==> src/rtl/linear_layer_start_fifo_srl_if.sv <==
// Start-token FIFO handshake bundle. The write side connects to the upstream task and the
// read side connects to the downstream PE task.
interface linear_layer_start_fifo_srl_if #(
  parameter int DATA_WIDTH = 1,
  parameter int ADDR_WIDTH = 1
);
  logic                  if_full_n;
  logic                  if_write_ce;
  logic                  if_write;
  logic [DATA_WIDTH-1:0] if_din;
  logic                  if_empty_n;
  logic                  if_read_ce;
  logic                  if_read;
  logic [DATA_WIDTH-1:0] if_dout;
  logic [ADDR_WIDTH:0]   if_num_data_valid;

  modport slave (
    output if_full_n, if_empty_n, if_dout, if_num_data_valid,
    input  if_write_ce, if_write, if_din, if_read_ce, if_read
  );

  modport master (
    input  if_full_n, if_empty_n, if_dout, if_num_data_valid,
    output if_write_ce, if_write, if_din, if_read_ce, if_read
  );
endinterface

==> src/rtl/linear_layer_start_fifo_srl.sv <==
// SRL-style start-token FIFO: shift-in at entry 0, head read at entry cnt-1, first-word-fall-through.
// Occupancy and flags are registered. The storage array is deliberately left out of reset.
module linear_layer_start_fifo_srl_cell #(
  parameter int DATA_WIDTH = 1
) (
  input  logic                  clk,
  input  logic                  en,
  input  logic [DATA_WIDTH-1:0] d,
  output logic [DATA_WIDTH-1:0] q
);
  always_ff @(posedge clk)
    if (en) q <= d;
endmodule

module linear_layer_start_fifo_srl #(
  parameter int DATA_WIDTH = 1,
  parameter int ADDR_WIDTH = 1,
  parameter int DEPTH      = 2
) (
  input logic                          clk,
  input logic                          reset,
  linear_layer_start_fifo_srl_if.slave fifo
);
  localparam int CNT_W = ADDR_WIDTH + 1;
  localparam logic [CNT_W-1:0] DEPTH_C = CNT_W'(DEPTH);
  localparam logic [CNT_W-1:0] ONE     = CNT_W'(1);

  logic [DEPTH-1:0][DATA_WIDTH-1:0] arr;
  logic [CNT_W-1:0]                 cnt_q, cnt_d;
  logic                             empty_n_q, empty_n_d;
  logic                             full_n_q, full_n_d;
  logic                             push, pop, shift_en;
  logic [ADDR_WIDTH-1:0]            rd_idx;

  assign push     = fifo.if_write_ce & fifo.if_write & full_n_q;
  assign pop      = fifo.if_read_ce & fifo.if_read & empty_n_q;
  // A push that arrives in the reset cycle is dropped, so the array must not shift either.
  assign shift_en = push & ~reset;

  for (genvar g = 0; g < DEPTH; g++) begin : g_srl
    if (g == 0) begin : g_head
      linear_layer_start_fifo_srl_cell #(.DATA_WIDTH(DATA_WIDTH)) u_cell (
        .clk(clk), .en(shift_en), .d(fifo.if_din), .q(arr[g])
      );
    end else begin : g_tail
      linear_layer_start_fifo_srl_cell #(.DATA_WIDTH(DATA_WIDTH)) u_cell (
        .clk(clk), .en(shift_en), .d(arr[g-1]), .q(arr[g])
      );
    end
  end

  always_comb begin
    cnt_d     = cnt_q;
    empty_n_d = empty_n_q;
    full_n_d  = full_n_q;
    if (push && !pop) begin
      cnt_d     = cnt_q + ONE;
      empty_n_d = 1'b1;
      full_n_d  = (cnt_q + ONE) != DEPTH_C;
    end else if (pop && !push) begin
      cnt_d     = cnt_q - ONE;
      full_n_d  = 1'b1;
      empty_n_d = (cnt_q - ONE) != '0;
    end
  end

  always_ff @(posedge clk) begin
    if (reset) begin
      cnt_q     <= '0;
      empty_n_q <= 1'b0;
      full_n_q  <= 1'b1;
    end else begin
      cnt_q     <= cnt_d;
      empty_n_q <= empty_n_d;
      full_n_q  <= full_n_d;
    end
  end

  // Head sits at the oldest occupied entry; simultaneous push+pop shifts the next entry into it.
  assign rd_idx = (cnt_q == '0) ? '0 : ADDR_WIDTH'(cnt_q - ONE);

  assign fifo.if_dout           = arr[rd_idx];
  assign fifo.if_empty_n        = empty_n_q;
  assign fifo.if_full_n         = full_n_q;
  assign fifo.if_num_data_valid = cnt_q;
endmodule

==> src/flat_wrapper.sv <==
// flat-port wrapper written by rule: the top's interface ports become plain ports
module linear_layer_start_fifo_srl_flat 
#(
  parameter int DATA_WIDTH = 1,
  parameter int ADDR_WIDTH = 1,
  parameter int DEPTH      = 2
)
  (clk, reset, fifo_if_full_n, fifo_if_empty_n, fifo_if_dout, fifo_if_num_data_valid, fifo_if_write_ce, fifo_if_write, fifo_if_din, fifo_if_read_ce, fifo_if_read);
  linear_layer_start_fifo_srl_if #(.DATA_WIDTH(DATA_WIDTH), .ADDR_WIDTH(ADDR_WIDTH)) fifo_i ();
  input logic clk;
  input logic reset;
  output wire logic [$bits(fifo_i.if_full_n)-1:0] fifo_if_full_n;
  output wire logic [$bits(fifo_i.if_empty_n)-1:0] fifo_if_empty_n;
  output wire logic [$bits(fifo_i.if_dout)-1:0] fifo_if_dout;
  output wire logic [$bits(fifo_i.if_num_data_valid)-1:0] fifo_if_num_data_valid;
  input wire logic [$bits(fifo_i.if_write_ce)-1:0] fifo_if_write_ce;
  input wire logic [$bits(fifo_i.if_write)-1:0] fifo_if_write;
  input wire logic [$bits(fifo_i.if_din)-1:0] fifo_if_din;
  input wire logic [$bits(fifo_i.if_read_ce)-1:0] fifo_if_read_ce;
  input wire logic [$bits(fifo_i.if_read)-1:0] fifo_if_read;
  assign fifo_if_full_n = fifo_i.if_full_n;
  assign fifo_if_empty_n = fifo_i.if_empty_n;
  assign fifo_if_dout = fifo_i.if_dout;
  assign fifo_if_num_data_valid = fifo_i.if_num_data_valid;
  assign fifo_i.if_write_ce = fifo_if_write_ce;
  assign fifo_i.if_write = fifo_if_write;
  assign fifo_i.if_din = fifo_if_din;
  assign fifo_i.if_read_ce = fifo_if_read_ce;
  assign fifo_i.if_read = fifo_if_read;
  linear_layer_start_fifo_srl #(.DATA_WIDTH(DATA_WIDTH), .ADDR_WIDTH(ADDR_WIDTH), .DEPTH(DEPTH)) u_core (.clk(clk), .reset(reset), .fifo(fifo_i));
endmodule
==> config.mk <==
export PLATFORM = sky130hd
export DESIGN_NAME = linear_layer_start_fifo_srl_flat
export DESIGN_NICKNAME = d
export VERILOG_FILES = /design/src/rtl/linear_layer_start_fifo_srl_if.sv /design/src/rtl/linear_layer_start_fifo_srl.sv /design/src/flat_wrapper.sv
export SDC_FILE = /design/constraint.sdc
export NUM_CORES = 1
export LEC_CHECK = 0
export ABC_AREA = 1
export BUFFER_PORTS_ARGS = -buffer_cell sky130_fd_sc_hd__buf_2
export CORE_AREA = 2 2 39 41
export CTS_CLUSTER_DIAMETER = 60
export DETAILED_ROUTE_END_ITERATION = 10
export DIE_AREA = 0 0 41 43
export PLACE_DENSITY_LB_ADDON = 0.25
export SETUP_SLACK_MARGIN = 0.02
export SYNTH_ARGS = -nofsm -noshare
export SYNTH_HDL_FRONTEND = slang
export SYNTH_SLANG_ARGS = --single-unit
==> constraint.sdc <==
create_clock -name clk -period 1.5 [get_ports clk]
set_input_delay 0.075 -clock clk [delete_from_list [all_inputs] [get_ports clk]]
set_output_delay 0.075 -clock clk [all_outputs]
set_load 0.02 [all_outputs]
==> results_dict.tcl <==
set metrics [dict create \
    grt_max_degree 7 \
    drc_errors 0 \
    muxShareOfSynthArea 0 \
    cts_made_buffers 3 \
    seq_area_frac_synth 0.4308 \
    hold_path_class "in -> reg" \
    start_kind "flip-flop" \
    gp_congestion 0.7605 \
    finalSetupViolCount 0 \
    slew_viol_final 0 \
    cts_buffer_depth 2 \
    viasPerCell 4.055 \
    clk_latency_ps 240 \
    dp_slack_ps 279.5 \
    path_clk_slew_ps 50 \
    powerDensity_nw_per_um2 1042 \
    antenna_found_initial 0 \
    worstSetupPathType "reg -> out" \
    status "complete, no violations" \
    cts_root_buf "clkbuf_4" \
    die_x_um 41 \
    hold_violations 0 \
    skew_ps 0.4923 \
    synth_fa_ha_area_frac 0.1538 \
    synth_compound_area_frac 0.1115 \
    core_area_um2 1384 \
    fin_tns_setup_ps 0 \
    tightest_slew_ps 189.9 \
    num_rows 14 \
    io_pins 12 \
    dr.pass1.iters 4 \
    power_leakage_nw 0.2249 \
    regToRegSetupSlack_ps 280 \
    ant_nets 0 \
    portBuffers 11 \
    grt_pass1_wl_um 1021 \
    die_h_um 43 \
    area_growth_pct 34.23 \
    cp_data_required_time_ps 1420 \
    final_nets 69 \
    max_freq_mhz 776.1 \
    wl_per_cell_um 8.164 \
    post-dp-hpwl_um 480.6 \
    relSlewSlack 0.8734 \
    p_sw_mw 0.1321 \
    dp.cells 68 \
    syn_nets 52 \
    fin_crit_sh 0.8590 \
    clockPowerShare 0.358 \
    syn_inst 41 \
    synth-seq-cells 6 \
    drtIter0Drc 1 \
    cts_htree_levels 1 \
    worstPathArrival_ps 1210 \
    fin_ws_ps 211.5 \
    first_global_vias 250 \
    endpoint_kind "primary output" \
    synth_top_family_by_area "simple AND/OR/NAND/NOR gates" \
    cap_violations 0 \
    synth_xor_area_frac 0 \
    track_usage 0.09548 \
    grt_overflow 0 \
    diodes 0 \
    crit_path_max_fanout 5 \
    drt_wl_total_um 596 \
    p_sw_frac 0.2901 \
    pwr-share-comb 0.221 \
    synth_area_per_cell_um2 7.934 \
    vdd_ir_drop_max_mv 0.2777 \
    final_cells 73 \
    start_util 0.2351 \
    synth.distinct_cells 13 \
    ys_warn_count 0 \
    min_period_ps 1288 \
    cts_setup_buffers 0 \
    cts_tree "done" \
    vias 296 \
    die_area_um2 1763 \
    cts_sinks 6 \
    n_fill_cell 162 \
    netlist_area_um2 325.3 \
    seqPwrFrac 0.421 \
    yosys.area_share.simple 0.1885 \
    drive_above_1_share 0.2807 \
    grt_setup_unrepaired "false" \
    intPower_mw 0.3231 \
]
## critical path, cell delays in order (launching register included)
cell     delay (ps)
dfxtp_1         390
inv_1            60
ha_1            200
o21ai_0         140
buf_2           180
## through the flow
stage	utilization	power, mW	hold WS [ps]	instance area (um^2)
2_1_floorplan	-	0.2624	137.4	325.3
3_3_place_gp	0.2893	0.2958	261.1	400.4
3_5_place_dp	0.2893	0.2948	260.6	400.4
4_1_cts	0.3083	0.4685	0.4086	426.7
5_1_grt	0.3156	0.4905	45.86	436.7
6_report	0.3156	0.4552	52.06	436.7
## cells by family after synthesis
group,after synthesis
buffers and inverters,10
adder cells (fa/ha/maj),4
AND/OR/NAND/NOR,15
AO/OA/AOI/OAI,6
flip-flops,6
## path summary, 6_finish.rpt
check / from / to / depth (start not counted)
worst min-delay path: reset / u_core.fifo.if_num_data_valid[0] / 2
worst min register to register: u_core.g_srl[0].g_head.u_cell.q / u_core.g_srl[1].g_tail.u_cell.q / 0
worst max register to register: u_core.fifo.if_full_n / u_core.fifo.if_empty_n / 5
worst max-delay path: u_core.fifo.if_num_data_valid[0] / fifo_if_dout / 4
## power by group through the flow
stage / registers, mW / clock network [mW] / logic, mW
2_1_floorplan: 0.207 / 0 / 0.0553
3_3_place_gp: 0.194 / 0 / 0.101
3_5_place_dp: 0.195 / 0 / 0.0998
4_1_cts: 0.192 / 0.176 / 0.100
5_1_grt: 0.193 / 0.183 / 0.114
6_report: 0.192 / 0.163 / 0.101
## layer usage
layer | track usage | routed length, um | part of all wire
met1 | 0.1097 | 266 | 0.45
met2 | 0.1063 | 272 | 0.46
met3 | 0.06283 | 42 | 0.070
met4 | 0.1000 | 14 | 0.023
met5 | 0 | 0 | 0
## synthesized netlist by cell type
cell	instances	area share
nand3_1	3	0.046
nand2_1	8	0.092
nor3_1	1	0.015
o21ai_0	2	0.031
inv_1	9	0.10
edfxtp_1	2	0.18
inv_2	1	0.012
o21bai_1	1	0.023
ha_1	4	0.15
nor2_1	3	0.035
a21oi_2	1	0.027
dfxtp_1	4	0.25
a21oi_1	2	0.031
## area by class of cell
class	count	area, um^2	area share
Clock buffer	4	26.28	0.06017
Sequential cell	6	140.1	0.3209
Multi-Input combinational cell	25	147.6	0.3381
Inverter	10	37.54	0.08596
Timing Repair Buffer	12	65.06	0.1490
Tap cell	16	20.02	0.04585
## sequential cells by signal, indices dropped and copies added (netlist names)
| signal | flops |
|---|---|
| u_core.fifo.if_full_n | 1 |
| u_core.g_srl.g_tail.u_cell.q | 1 |
| u_core.fifo.if_num_data_valid | 2 |
| u_core.fifo.if_empty_n | 1 |
| u_core.g_srl.g_head.u_cell.q | 1 |
## what timing repair did
| item | CTS | global route |
|---|---|---|
| endpoints found under the hold margin | 0 | 1 |
| resized for setup | 0 | 0 |
| hold buffers | 0 | 1 |
## layout by cell type, fill, tap and decap left out, drive strengths merged
| master | count |
|---|---|
| buf | 11 |
| inv | 10 |
| nand2 | 8 |
| ha | 4 |
| dfxtp | 4 |
| clkbuf | 4 |
| nand3 | 3 |
| nor2 | 3 |
| a21oi | 3 |
| o21ai | 2 |
| edfxtp | 2 |
| o21bai | 1 |
| nor3 | 1 |
| dlygate4sd3 | 1 |
Power figures use the tool's default switching activity.
